==> src/rtl/actuated_traffic_light_controller_pkg.sv <==
// Shared definitions for the actuated traffic light controller: state codes,
// lamp patterns and the lamp decode helper.
package actuated_traffic_light_controller_pkg;

    typedef enum logic [2:0] {
        ST_NS_G  = 3'd0,
        ST_NS_Y  = 3'd1,
        ST_AR1   = 3'd2,
        ST_EW_G  = 3'd3,
        ST_EW_Y  = 3'd4,
        ST_AR2   = 3'd5,
        ST_FLASH = 3'd6
    } tlc_state_t;

    // Per-road lamp pattern, ordered {red, yellow, green}
    localparam logic [2:0] LAMP_OFF    = 3'b000;
    localparam logic [2:0] LAMP_RED    = 3'b100;
    localparam logic [2:0] LAMP_YELLOW = 3'b010;
    localparam logic [2:0] LAMP_GREEN  = 3'b001;

    // Returns {ns[2:0], ew[2:0]}; unknown codes decode to all-red as the safe pattern
    function automatic logic [5:0] lamp_decode(input logic [2:0] st, input logic flash_dark);
        logic [5:0] lamps;
        case (st)
            3'd0:    lamps = {LAMP_GREEN, LAMP_RED};
            3'd1:    lamps = {LAMP_YELLOW, LAMP_RED};
            3'd2:    lamps = {LAMP_RED, LAMP_RED};
            3'd3:    lamps = {LAMP_RED, LAMP_GREEN};
            3'd4:    lamps = {LAMP_RED, LAMP_YELLOW};
            3'd5:    lamps = {LAMP_RED, LAMP_RED};
            3'd6: begin
                if (flash_dark) begin
                    lamps = {LAMP_OFF, LAMP_OFF};
                end else begin
                    lamps = {LAMP_YELLOW, LAMP_RED};
                end
            end
            default: lamps = {LAMP_RED, LAMP_RED};
        endcase
        return lamps;
    endfunction

endpackage

==> src/rtl/actuated_traffic_light_controller_sat_timer.sv <==
// Saturating up-counter: clr wins over en, and the count sticks at all-ones.
module actuated_traffic_light_controller_sat_timer #(
    parameter int CWIDTH = 16
) (
    input  logic              clk,
    input  logic              rst,
    input  logic              clr,
    input  logic              en,
    output logic [CWIDTH-1:0] count
);

    // Count register with synchronous reset, clear and saturation
    always_ff @(posedge clk) begin
        if (rst) begin
            count <= '0;
        end else if (clr) begin
            count <= '0;
        end else if (en && (count != '1)) begin
            count <= count + CWIDTH'(1);
        end else begin
            count <= count;
        end
    end

endmodule

==> src/rtl/actuated_traffic_light_controller.sv <==
// Sensor-actuated two-road intersection controller: NS rests on green, EW green
// is demand-driven and gap-extended up to a cap, with all-red clearance and flash mode.
module actuated_traffic_light_controller
    import actuated_traffic_light_controller_pkg::*;
#(
    parameter int CWIDTH      = 16,
    parameter int MIN_GREEN   = 3000,
    parameter int MAX_GREEN   = 9000,
    parameter int EXT_TIME    = 500,
    parameter int YELLOW_TIME = 500,
    parameter int ALLRED_TIME = 100,
    parameter int FLASH_HALF  = 1000
) (
    input  logic       clk,
    input  logic       rst,
    input  logic       sensor,
    input  logic       flash,
    output logic       NS_Red,
    output logic       NS_Yellow,
    output logic       NS_Green,
    output logic       EW_Red,
    output logic       EW_Yellow,
    output logic       EW_Green,
    output logic [2:0] phase,
    output logic       req_pending
);

    localparam logic [CWIDTH-1:0] MIN_GREEN_M1   = CWIDTH'(MIN_GREEN - 1);
    localparam logic [CWIDTH-1:0] MAX_GREEN_M1   = CWIDTH'(MAX_GREEN - 1);
    localparam logic [CWIDTH-1:0] EXT_TIME_M1    = CWIDTH'(EXT_TIME - 1);
    localparam logic [CWIDTH-1:0] YELLOW_TIME_M1 = CWIDTH'(YELLOW_TIME - 1);
    localparam logic [CWIDTH-1:0] ALLRED_TIME_M1 = CWIDTH'(ALLRED_TIME - 1);
    localparam logic [CWIDTH-1:0] FLASH_HALF_M1  = CWIDTH'(FLASH_HALF - 1);

    // Plain vector so an out-of-range code is representable and recoverable
    logic [2:0]        state_r;
    tlc_state_t        next_state_s;
    logic              req_r;
    logic              flash_dark_r;
    logic [CWIDTH-1:0] flash_cnt_r;
    logic [CWIDTH-1:0] cnt_s;
    logic [CWIDTH-1:0] gap_s;
    logic              state_change_s;
    logic              ew_g_entry_s;
    logic              gap_clr_s;
    logic [5:0]        lamps_s;

    assign state_change_s = (next_state_s != state_r);
    assign ew_g_entry_s   = (next_state_s == ST_EW_G) && (state_r != ST_EW_G);
    assign gap_clr_s      = ew_g_entry_s || ((state_r == ST_EW_G) && sensor);

    actuated_traffic_light_controller_sat_timer #(.CWIDTH(CWIDTH)) u_phase_timer (
        .clk   (clk),
        .rst   (rst),
        .clr   (state_change_s),
        .en    (1'b1),
        .count (cnt_s)
    );

    actuated_traffic_light_controller_sat_timer #(.CWIDTH(CWIDTH)) u_gap_timer (
        .clk   (clk),
        .rst   (rst),
        .clr   (gap_clr_s),
        .en    (state_r == ST_EW_G),
        .count (gap_s)
    );

    // Next-state selection; flash overrides every normal transition
    always_comb begin
        next_state_s = ST_NS_G;
        if (flash) begin
            next_state_s = ST_FLASH;
        end else begin
            case (state_r)
                ST_NS_G: begin
                    if (req_r && (cnt_s >= MIN_GREEN_M1)) next_state_s = ST_NS_Y;
                    else                                  next_state_s = ST_NS_G;
                end
                ST_NS_Y: begin
                    if (cnt_s == YELLOW_TIME_M1) next_state_s = ST_AR1;
                    else                         next_state_s = ST_NS_Y;
                end
                ST_AR1: begin
                    if (cnt_s == ALLRED_TIME_M1) next_state_s = ST_EW_G;
                    else                         next_state_s = ST_AR1;
                end
                ST_EW_G: begin
                    if (((cnt_s >= MIN_GREEN_M1) && (gap_s >= EXT_TIME_M1)) ||
                        (cnt_s >= MAX_GREEN_M1)) next_state_s = ST_EW_Y;
                    else                         next_state_s = ST_EW_G;
                end
                ST_EW_Y: begin
                    if (cnt_s == YELLOW_TIME_M1) next_state_s = ST_AR2;
                    else                         next_state_s = ST_EW_Y;
                end
                ST_AR2: begin
                    if (cnt_s == ALLRED_TIME_M1) next_state_s = ST_NS_G;
                    else                         next_state_s = ST_AR2;
                end
                ST_FLASH: next_state_s = ST_AR2;
                default:  next_state_s = ST_NS_G;
            endcase
        end
    end

    // State register, EW demand latch and flash blink toggle
    always_ff @(posedge clk) begin
        if (rst) begin
            state_r      <= ST_NS_G;
            req_r        <= 1'b0;
            flash_dark_r <= 1'b0;
            flash_cnt_r  <= '0;
        end else begin
            state_r <= next_state_s;
            // Entry to EW green consumes the demand, even if the sensor is still high
            if (ew_g_entry_s) begin
                req_r <= 1'b0;
            end else if (sensor && (state_r != ST_EW_G)) begin
                req_r <= 1'b1;
            end else begin
                req_r <= req_r;
            end
            if ((next_state_s == ST_FLASH) && (state_r != ST_FLASH)) begin
                flash_dark_r <= 1'b0;
                flash_cnt_r  <= '0;
            end else if (state_r == ST_FLASH) begin
                if (flash_cnt_r == FLASH_HALF_M1) begin
                    flash_cnt_r  <= '0;
                    flash_dark_r <= ~flash_dark_r;
                end else begin
                    flash_cnt_r  <= flash_cnt_r + CWIDTH'(1);
                    flash_dark_r <= flash_dark_r;
                end
            end else begin
                flash_dark_r <= flash_dark_r;
                flash_cnt_r  <= flash_cnt_r;
            end
        end
    end

    assign lamps_s = lamp_decode(state_r, flash_dark_r);
    assign {NS_Red, NS_Yellow, NS_Green, EW_Red, EW_Yellow, EW_Green} = lamps_s;
    assign phase       = state_r;
    assign req_pending = req_r;

endmodule
==> config.mk <==
export PLATFORM = sky130hd
export DESIGN_NAME = actuated_traffic_light_controller
export DESIGN_NICKNAME = d
export VERILOG_FILES = /design/src/rtl/actuated_traffic_light_controller_pkg.sv /design/src/rtl/actuated_traffic_light_controller_sat_timer.sv /design/src/rtl/actuated_traffic_light_controller.sv
export SDC_FILE = /design/constraint.sdc
export NUM_CORES = 1
export LEC_CHECK = 0
export BUFFER_PORTS_ARGS = -buffer_cell sky130_fd_sc_hd__buf_2
export CORE_UTILIZATION = 50
export DETAILED_ROUTE_END_ITERATION = 16
export GPL_TIMING_DRIVEN = 0
export PLACE_DENSITY = 0.67
export SETUP_SLACK_MARGIN = 0.02
export SYNTH_ARGS = -nofsm -noshare
export SYNTH_HDL_FRONTEND = slang
export SYNTH_SLANG_ARGS = --single-unit
==> constraint.sdc <==
create_clock -name clk -period 3.18 [get_ports clk]
set_clock_uncertainty 0.15 [all_clocks]
set_input_delay 0.318 -clock clk [delete_from_list [all_inputs] [get_ports clk]]
set_output_delay 0.318 -clock clk [all_outputs]
set_load 0.01 [all_outputs]
Word level (Yosys, flattened, before mapping)
Cells that the tools add are included.
W data, S select, Z words.
- register bits: 53
- input port bits: 4
- output and inout port bits: 10
- word-level logic and storage cells: 55
- add/subtract/negate cells: 3
- order comparisons: 3
- eq/ne operators: 16
- multiplexer cells: 11
- bitwise gates (word level): 1
- reductions and logical operators: 15
- operators by type and width (kind ; number):
    $add A16 B1 Y16 const B ; 3
    $ne A16 B16 Y1 const B ; 2
    $pmux W6 S5 ; 1
    $pmux W3 S7 ; 1
    $eq A16 B10 Y1 const B ; 1
    $eq A16 B7 Y1 const B ; 1
    $eq A16 B9 Y1 const B ; 1
    $ge A16 B12 Y1 const B ; 1
    $ge A16 B14 Y1 const B ; 1
    $ge A16 B9 Y1 const B ; 1
    $mux W16 ; 1
    $eq A3 B3 Y1 const B ; 4
    $eq A3 B2 Y1 const B ; 3
    $mux W3 ; 3
    $reduce_or A2 Y1 ; 4
    $logic_and A1 B1 Y1 ; 7
    $mux W5 ; 1
    $eq A3 B1 Y1 const B ; 1
    $logic_not A3 Y1 ; 1
    $mux W1 ; 3
    $ne A3 B2 Y1 const B ; 1
    $ne A3 B3 Y1 ; 1
    $ne A3 B3 Y1 const B ; 1
    $logic_or A1 B1 Y1 ; 2
    other kinds (3) ; 3

Logic depth before layout (Yosys ltp)
Gate-level depths: netlist of the first run.
- word-level depth: 10
- gate-level depth with buffers: 9
- depth with buffers taken out: 8

By module
A second synthesis of the first run with hierarchy kept.
- cell total of the unflattened synthesis: 385
- area total of the unflattened synthesis: 3279.4 sq um
- modules (own cells, without submodules) (module ; instances ; cells each ; area an instance (sq um) ; sequential area each (sq um)):
    actuated_traffic_light_controller_sat_timer ; 2 ; 102 ; 917.1 ; 320.3
    actuated_traffic_light_controller ; 1 ; 181 ; 1445.1 ; 420.4

Worst setup path before layout of the first run
OpenSTA, ideal clock, no wires.
- path kind: register to register
- start point: register u_phase_timer.count[0]
- end point: register u_phase_timer.count[10]
- setup time: 79 ps
- data arrival time: 2025 ps
- data required time: 2951 ps
- slack: 926 ps
- cell stages (with the launch flop): 10
- buffers on the path: 1
- clock period less this slack: 2254 ps
- cell sequence: dfxtp_1 > ha_1 > a21oi_1 > a211o_1 > a31o_2 > and3_1 > o21ai_4 > nand3b_4 > buf_6 > a211oi_2
- word-level cells in the longest chain between the ends: 8
- elaborated cells between the ends (all ways): 19
- those cells by class: add/sub (1); order compare (2); eq/ne (4); mux (8); reduce/logical (4)
- RTL lines (item ; RTL line ; text):
    start: declaration ; actuated_traffic_light_controller_sat_timer.sv:9 ; output logic [CWIDTH-1:0] count
    start signal: assignment ; actuated_traffic_light_controller_sat_timer.sv:19 ; count <= count + CWIDTH'(1);
    start signal: assignment ; actuated_traffic_light_controller_sat_timer.sv:21 ; count <= count;
    $ge A16 B12 Y1 ; actuated_traffic_light_controller.sv:76, actuated_traffic_light_controller.sv:88 ;
    $logic_and A1 B1 Y1 ; actuated_traffic_light_controller.sv:88 ; if (((cnt_s >= MIN_GREEN_M1) && (gap_s >= EXT_TIME_M1)) ||
    $logic_or A1 B1 Y1 ; actuated_traffic_light_controller.sv:88 ;
    $mux W3 ; actuated_traffic_light_controller.sv:88 ;
    $pmux W3 S7 ; actuated_traffic_light_controller.sv:74 ; case (state_r)
    $mux W3 ; actuated_traffic_light_controller.sv:71 ; if (flash) begin
    $ne A3 B3 Y1 ; actuated_traffic_light_controller.sv:48 ; assign state_change_s = (next_state_s != state_r);
    $reduce_or A2 Y1 (no line) ; -- ;
Several ways; a longest one is shown, not always the timed one.
A chain may end at the register's enable or synchronous reset.

Worst setup path in the final report of the first run
- start point: register u_phase_timer.count[0]
- end point: register u_gap_timer.count[8]
- word-level cells in the longest chain between the ends: 10
- elaborated cells between the ends (all ways): 19
- those cells by class: order compare (2); eq/ne (3); mux (8); reduce/logical (6)
- RTL lines (item ; RTL line ; text):
    $ge A16 B12 Y1 ; actuated_traffic_light_controller.sv:76, actuated_traffic_light_controller.sv:88 ;
    $logic_and A1 B1 Y1 ; actuated_traffic_light_controller.sv:88 ;
    $logic_or A1 B1 Y1 ; actuated_traffic_light_controller.sv:88 ;
    $mux W3 ; actuated_traffic_light_controller.sv:88 ;
    $pmux W3 S7 (*) ; actuated_traffic_light_controller.sv:74 ;
    $mux W3 (*) ; actuated_traffic_light_controller.sv:71 ;
    $eq A3 B2 Y1 (*) ; actuated_traffic_light_controller.sv:49 ; assign ew_g_entry_s = (next_state_s == ST_EW_G) && (state_r != ST_EW_G);
    $logic_and A1 B1 Y1 (*) ; actuated_traffic_light_controller.sv:49 ;
    $logic_or A1 B1 Y1 (*) ; actuated_traffic_light_controller.sv:50 ; assign gap_clr_s = ew_g_entry_s || ((state_r == ST_EW_G) && sensor);
    $reduce_or A2 Y1 (no line) (*) ; -- ;
    end signal: assignment ; actuated_traffic_light_controller_sat_timer.sv:19 ;
    end signal: assignment ; actuated_traffic_light_controller_sat_timer.sv:21 ;
    end: declaration ; actuated_traffic_light_controller_sat_timer.sv:9 ;
Mark *: on every way between the ends. The rest lies on a longest branch, timed or not.

==> run metrics, run 1 <==
GRT overflow 0; share of cells above drive strength 1 14.03%; Die W 79.43 um; Yosys warning count 0; Placed Cells incl. Taps 449; Routed WL 6481 um; Final Hold Fails 0; Yosys cell types 53; vias 2619; Num CTS Buffers 5; CP Cell Sequence ha_1 -> nor4bb_1 -> nand4_1 -> nor2_1 -> a31oi_1 -> nand2_1 -> clkbuf_1 -> nor2_1; Top-Level Pins 14; GR Util All Layers 22.25%; Fmax 0.3702 GHz; Crit Path Category reg -> reg; origin of the worst min-delay path sensor; Max-Cap Viols 0; clk root buf clkbuf_8; Final Wtd Congestion 0.8995; Post-DP HPWL 4753 um; Met1 Routed Length 3389 um; initial antenna violation count 0; CP Capture Type flop; CTS tree built; PD cells 382.5 mW/mm^2; n_diodes 0; main flop type after synthesis dfxtp_1; sequential share of the synthesized area 35.39%; setup TNS 0 ns; Worst setup startpoint u_phase_timer.count[0]; # rows 27; met2 wire length 2814 um; worst slew pin tran 0.6982 ns; total die area 0.006309 sq mm; pre-CTS setup slack 0.5338 ns; CP peak stage delay 0.39 ns; Final Net Count 391; Syn Std Cell Area 0.002998 sq mm; CTS Hold Buffers Added 0; Clock Latency Late Sink 0.32 ns; required time worst endpoint 3.22 ns; number of gates resized after cts 0; Vias/cell 5.731; RSZ-0062 raised after global routing false; Worst IR Drop VDD 0.2868 mV; clk slew on worst S/H paths 0.11 ns; number of global-route vias before repair 2363; first-pass GRT wire length 10940 um; EDFF count, synth 0; Crit Path Max Fanout 10; starting density of the core 53.14%; Mapped Nets 371; synthesized area per cell 8.236 sq um; P_leak 1.105 nW; R2R Path Start u_phase_timer.count[0]; final setup vio count 0; status completed; ys async rst share 0%; met3 wire len 211 um; pin count of the biggest net entering global routing 19; WL/cell 14.18 um; worst hold path type in -> reg; DIE HEIGHT 79.43 um; total setup buffers inserted after CTS 0; total iterations of the first detailed-routing run 4; startpoint types flop; CP most frequent cell nor2_1; Yosys reg bits 53; CP max-delay cell dfxtp_1; most frequent cells in the layout 62 x nor2_1, 53 x dfxtp_1, 29 x nand2_1; Core Region 0.005642 sq mm; CTS H-tree depth 2; top sig layer met4; Final WS setup 0.4788 ns; final design utilization 58.00%; # clock sinks 53; CTS max path bufs 2; number of routed nets with antenna violations 0; fin crit share 84.94%; fin cells 457; Post-Syn Instances 364; 1st-iter DRT viols 119; Pins Over Slew Limit 0; Final min period 2.701 ns; Port Buf Inserts 13; Layout area overhead 9.140%; CP arrival 2.74 ns; Fillers 506; most common cell after layout, fill and taps aside nor2_1; drc violations 0; slew margin rel. 53.28%
## flip-flops by register name, summed over array words and instances, names as in the netlist
register,flops
flash_cnt_r,16
flash_dark_r,1
phase,3
req_pending,1
u_gap_timer.count,16
u_phase_timer.count,16
## where the power goes
part / internal (mW) / switching [mW] / total [mW]
registers: 0.669 / 0.00602 / 0.675
clock network: 0.242 / 0.245 / 0.487
logic: 0.0320 / 0.0578 / 0.0898
total: 0.943 / 0.309 / 1.25
## worst max-delay path, delay by kind of cell, from the launching register on
family	cells	cell delay (ns)
flops	1	0.39
buf+inv	1	0.39
compound gates	1	0.18
simple gates	5	1.20
fa+ha+maj	1	0.27
## through the flow
step	instance area, sq um	power [mW]	hold WS (ns)
4_1_cts	3272	1.264	0.1452
3_3_place_gp	3153	0.7796	0.3263
2_1_floorplan	2998	0.7517	0.2984
3_5_place_dp	3153	0.7800	0.3339
6_report	3272	1.251	0.1490
5_1_grt	3272	1.302	0.1571
## final timing paths
| check | endpoint | slack, ns | cells after the start |
|---|---|---|---|
| max | u_gap_timer.count[8] | 0.48 | 8 |
| min | req_pending | 0.15 | 3 |
| max reg2reg | u_gap_timer.count[8] | 0.48 | 8 |
| min reg2reg | flash_dark_r | 0.34 | 1 |
## synthesized netlist by cell type, types with 4 or more instances
library cell  number  area share, %
nand4_1           23            4.8
nor4_1             4           0.83
a31oi_1            4           0.83
and3_1             6            1.3
o21ai_0            6            1.0
nand2_1           29            3.6
a211oi_1           5            1.3
nor2_1            62            7.8
clkbuf_1           6           0.75
xor2_1            22            6.4
dfxtp_1           53             35
inv_1              6           0.75
nor2b_1            4           0.83
a211oi_2          10            4.2
nand3_1           19            3.2
nor3_1            16            2.7
buf_2              4           0.67
a21oi_1           13            2.2
buf_6              4            1.5
xnor2_1           16            4.7
## kinds of logic after synthesis
| group | Yosys count | share of synthesized area (%) |
|---|---|---|
| adder cells (fa/ha/maj) | 3 | 1.252 |
| XOR/XNOR | 38 | 11.10 |
| AND/OR/NAND/NOR | 187 | 31.80 |
| AO/OA/AOI/OAI | 56 | 14.65 |
| flip-flops | 53 | 35.39 |
| multiplexers | 4 | 1.377 |
| buffers and inverters | 23 | 4.424 |
## layout make-up
class                      count  area, sq um  area share [%]
multi-input combinational    288         1804           55.14
inverter                       6        22.52          0.6883
sequential                    53         1061           32.43
clock buffer                   5        68.82           2.103
buffer                        17        110.1           3.365
clock inverter                 3        50.05           1.530
timing repair buffer          13        65.06           1.989
tap                           72        90.09           2.753
## routing by layer
metal	GRT usage [%]	vias to the layer above
li1	-	1343
met1	32.32	1226
met2	33.33	46
met3	4.229	4
met4	5.818	0
met5	0	-
(Power assumes the default switching activity.)
==> run 2: changes to the inputs <==
clock period = 2.5 ns   (was 3.18 ns; I/O delays follow)
==> run metrics, run 2 (synthesis results as in run 1) <==
fin crit share 96.71% (+12 points); 1st-iter DRT viols 130 (+9.2%); DIE HEIGHT 79.43 um (unchanged); drc violations 0 (unchanged); most common cell after layout, fill and taps aside nor2_1; final setup vio count 0 (unchanged); required time worst endpoint 2.59 ns (-0.63 ns); Crit Path Max Fanout 10 (unchanged); GR Util All Layers 22.39% (+0.15 points); WHS Endpoint req_pending; Final Hold Fails 0 (unchanged); worst hold path type in -> reg; placed cell area 0.003153 sq mm (unchanged); Placed Cells incl. Taps 449 (unchanged); Clock Latency Late Sink 0.32 ns (about the same); CTS Hold Buffers Added 0 (unchanged); CTS H-tree depth 2 (unchanged); worst hold path depth 3 (unchanged); Die W 79.43 um (unchanged); Fmax 0.4136 GHz (+12%); Reg2Reg Depth 9 (+1); WL/cell 14.49 um (+2.2%); PD cells 475.3 mW/mm^2 (+24%); number of global-route vias before repair 2390 (+1.1%); startpoint types flop; clk root buf clkbuf_8; n_diodes 0 (unchanged); worst slew pin tran 0.6930 ns (-0.005174 ns); # rows 27 (unchanged); Max-Cap Viols 0 (unchanged); starting density of the core 53.14% (unchanged); Pins Over Slew Limit 0 (unchanged); first-pass GRT wire length 11020 um (+0.76%); CP Capture Type flop; clk slew on worst S/H paths 0.11 ns (about the same); Vias/cell 5.773 (+0.73%); Fillers 492 (-2.8%); largest registers flash_cnt_r: 16 flops, u_gap_timer.count: 16 flops, u_phase_timer.count: 16 flops; Layout area overhead 11.89%; Final Net Count 392 (+0.26%); RSZ-0062 raised after global routing false; reg2reg end u_phase_timer.count[6]; P_leak 1.122 nW (+1.6%); most frequent cells in the layout 61 x nor2_1, 51 x dfxtp_1, 29 x nand2_1; Routed WL 6638 um (+2.4%); setup TNS 0 ns (unchanged); origin of the worst min-delay path sensor; GRT overflow 0 (unchanged); R2R Path Start u_phase_timer.count[0]; CTS tree built; FF-to-FF setup slack 0.08 ns (-0.40 ns); slew margin rel. 53.63% (+0.35 points); Core Region 0.005642 sq mm (unchanged); initial antenna violation count 0 (unchanged); Post-DP HPWL 4753 um (unchanged); share of cells above drive strength 1 17.62% (+3.6 points); Final min period 2.418 ns (-0.2835 ns); Final Cell Area 0.003354 sq mm (+2.5%); vias 2644 (+0.95%); number of routed nets with antenna violations 0 (unchanged); final hold slack 0.08878 ns (-0.06017 ns); CP arrival 2.51 ns (-0.23 ns); Port Buf Inserts 13 (unchanged); # clock sinks 53 (unchanged); Worst IR Drop VDD 0.3662 mV (+28%); status completed; total die area 0.006309 sq mm (unchanged); Crit Path Category reg -> reg; total iterations of the first detailed-routing run 4 (unchanged); pin count of the biggest net entering global routing 19 (unchanged); Top-Level Pins 14 (unchanged); fin cells 458 (+0.22%); Final Wtd Congestion 0.8995 (unchanged); Num CTS Buffers 5 (unchanged); total design power 1.594 mW (+27%); CTS max path bufs 2 (unchanged)
[run 2: cell types whose count changed in the layout (fill, tap and decap cells not counted), moves of 2 or more]
cell / change
buf_4: +2
dfxtp_1: -2
clkbuf_1: -2
dfxtp_2: +2
nor3_1: -3
nor3_2: +3
[run 2: timing repair]
action                     4_1_cts  5_1_grt
setup endpoints to repair       20       27
resized for setup                5       13
pin swaps                        1        4
buffers inserted                 0        2
[run 2: per-layer routing]
| layer | track usage (%) | vias up | share of wire, % |
|---|---|---|---|
| li1 | - | 1341 | - |
| met1 | 32.32 | 1242 | 51 |
| met2 | 33.50 | 55 | 44 |
| met3 | 4.229 | 6 | 4.0 |
| met4 | 6.545 | 0 | 1.0 |
| met5 | 0 | - | 0 |
[run 2: power breakdown]
part	internal, mW	switching [mW]	total, mW
Clock	0.307	0.310	0.617
Combinational	0.0428	0.0741	0.117
Sequential	0.851	0.00876	0.860
Total	1.20	0.393	1.59
[run 2: area by class of cell]
cell class	instances	area, sq um	share of cell area [%]
Buffer	16	113.9	3.394
Clock buffer	5	68.82	2.051
Clock inverter	3	50.05	1.492
Inverter	6	22.52	0.6714
Multi-Input combinational cell	288	1866	55.61
Sequential cell	53	1064	31.70
Tap cell	72	90.09	2.686
Timing Repair Buffer	15	80.08	2.387
[run 2: worst max path at each step]
stage / to / start
6_report: u_phase_timer.count[6] / u_phase_timer.count[0]
2_1_floorplan: u_phase_timer.count[10] / u_phase_timer.count[0]
5_1_grt: u_phase_timer.count[11] / u_phase_timer.count[0]
4_1_cts: u_phase_timer.count[11] / u_phase_timer.count[0]
3_5_place_dp: u_gap_timer.count[15] / u_phase_timer.count[0]
3_3_place_gp: u_gap_timer.count[15] / u_phase_timer.count[0]
[run 2: metrics by stage]
stage | worst slack, ns | util (%)
floorplan | 0.2459 | -
global placement | -0.1295 | 55.89
detailed placement | -0.1462 | 55.89
CTS | 0.02369 | 58.28
global route | 0.002174 | 59.46
finish | 0.08233 | 59.46
[run 2: worst max-delay path, stage by stage (launching register included)]
cell and delay [ns]:
dfxtp_2 0.39, ha_4 0.18, a21oi_1 0.10, a211o_1 0.29, a31o_2 0.27, and3_1 0.23, o21ai_4 0.22, nand3b_4 0.13
buf_6 0.17, a211oi_2 0.21
==> run 3: changes to the inputs <==
CORE_ASPECT_RATIO = 0.8   (was not set)
GPL_ROUTABILITY_DRIVEN = 0   (was not set)
REMOVE_ABC_BUFFERS = 1   (was not set)
==> run metrics, run 3 (synthesis results as in run 1) <==
CTS Hold Buffers Added 0 (unchanged); 1st-iter DRT viols 140 (+7.7%); # clock sinks 53 (unchanged); worst hold path type in -> reg; starting density of the core 53.39% (+0.25 points); CTS max path bufs 2 (unchanged); most common cell after layout, fill and taps aside nor2_1; total iterations of the first detailed-routing run 5 (+1); Vias/cell 5.694 (-1.4%); DIE HEIGHT 71.26 um (-10%); # rows 24 (-11%); CTS tree built; number of global-route vias before repair 2173 (-9.1%); Final Hold Fails 0 (unchanged); startpoint types flop; Die W 88.57 um (+12%); initial antenna violation count 0 (unchanged); CP peak stage delay 0.38 ns (about the same); PD cells 446.4 mW/mm^2 (-6.1%); Top-Level Pins 14 (unchanged); clk root buf clkbuf_8; final setup vio count 0 (unchanged); CP Cell Sequence ha_4 -> a21oi_1 -> a211o_1 -> a31o_2 -> and3_4 -> o21ai_4 -> nand3b_4 -> a211oi_1; largest registers flash_cnt_r: 16 flops, u_gap_timer.count: 16 flops, u_phase_timer.count: 16 flops; share of cells above drive strength 1 17.03% (-0.59 points); CP Capture Type flop; Fmax 0.4212 GHz (+1.8%); clk slew on worst S/H paths 0.10 ns (about the same); Num CTS Buffers 5 (unchanged); Layout area overhead 8.264%; number of routed nets with antenna violations 0 (unchanged); vias 2551 (-3.5%); total die area 0.006311 sq mm (about the same); final design utilization 57.80% (-1.7 points); GRT overflow 0 (unchanged); pin count of the biggest net entering global routing 22 (+3); pre-CTS setup slack -0.2919 ns (-0.1457 ns); Post-DP HPWL 4323 um (-9.0%); Final Net Count 376 (-4.1%); Routed WL 6323 um (-4.7%); fin crit share 94.97% (-1.7 points); WL/cell 14.11 um (-2.6%); most frequent cells in the layout 62 x nor2_1, 45 x dfxtp_1, 28 x nand2_1; setup TNS 0 ns (unchanged); n_diodes 0 (unchanged); status completed; Pins Over Slew Limit 0 (unchanged); P_leak 1.066 nW (-5.1%); CP max-delay cell dfxtp_4; Crit Path Max Fanout 7 (-3); slew margin rel. 53.69% (+0.055 points); first-pass GRT wire length 10810 um (-1.9%); Max-Cap Viols 0 (unchanged); Fillers 535 (+8.7%); CP arrival 2.45 ns (-0.06 ns); Port Buf Inserts 13 (unchanged); worst slew pin tran 0.6890 ns (-0.004006 ns); Clock Latency Late Sink 0.31 ns (about the same); Final WS setup 0.1257 ns (+0.04339 ns); Worst IR Drop VDD 0.2641 mV (-28%); CTS H-tree depth 2 (unchanged); required time worst endpoint 2.58 ns (about the same); Final min period 2.374 ns (-0.04339 ns); GR Util All Layers 21.76% (-0.63 points); Core Region 0.005615 sq mm (-0.47%); drc violations 0 (unchanged); Crit Path Category reg -> reg; RSZ-0062 raised after global routing true
-- run 3: where the power goes --
part           internal (mW)  switching [mW]  leakage [nW]
sequential             0.850          0.0153         0.432
clock                  0.195           0.289        0.0450
combinational         0.0349          0.0643         0.589
total                   1.08           0.368          1.07
-- run 3: area by class of cell --
type                            instances  area (sq um)  area share (%)
Sequential cell                        53          1076           33.15
Inverter                                6         22.52          0.6939
Multi-Input combinational cell        289          1894           58.37
Clock buffer                            6         72.57           2.236
Clock inverter                          2         10.01          0.3084
Timing Repair Buffer                   14         72.57           2.236
Tap cell                               78         97.59           3.007
-- run 3: metrics by stage --
stage	cell area (sq um)	cells	hold WS, ns	power, mW
2_1_floorplan	2888	347	0.1691	0.9424
3_3_place_gp	3050	438	0.3253	0.9756
3_5_place_dp	3050	438	0.3303	0.9770
4_1_cts	3171	447	0.04363	1.456
5_1_grt	3246	448	0.04514	1.508
6_report	3246	448	0.04741	1.449
-- run 3: worst max-delay path, delay by kind of cell, from the launching register on --
kind                       cells  cell delay, ns
AOI/OAI and AO/OA              5            1.18
and+or+nand+nor                2            0.41
DFF                            1            0.38
adders and majority gates      1            0.16
-- run 3: repair_timing --
| item | 4_1_cts | 5_1_grt |
|---|---|---|
| setup endpoints to repair | 13 | 33 |
| buffers inserted | 0 | 1 |
| gates resized for setup | 6 | 19 |
| gates cloned | 1 | 0 |
| pin swaps | 2 | 5 |
-- run 3: path summary, 6_finish.rpt --
| kind | from | endpoint | slack (ns) | cells after the start |
|---|---|---|---|---|
| worst min-delay path | sensor | req_pending | 0.05 | 3 |
| worst min register to register | flash_dark_r | flash_dark_r | 0.34 | 1 |
| worst max register to register | u_phase_timer.count[0] | u_phase_timer.count[0] | 0.13 | 8 |
| worst max-delay path | u_phase_timer.count[0] | u_phase_timer.count[0] | 0.13 | 8 |
-- run 3: layer usage --
metal	part of all wire [%]	wire length (um)	track usage [%]	up-vias
met3	4.4	280	4.147	9
met2	40	2512	29.40	69
met5	0	0	0	-
li1	-	-	-	1317
met4	1.2	75	5.914	0
met1	55	3454	34.69	1156
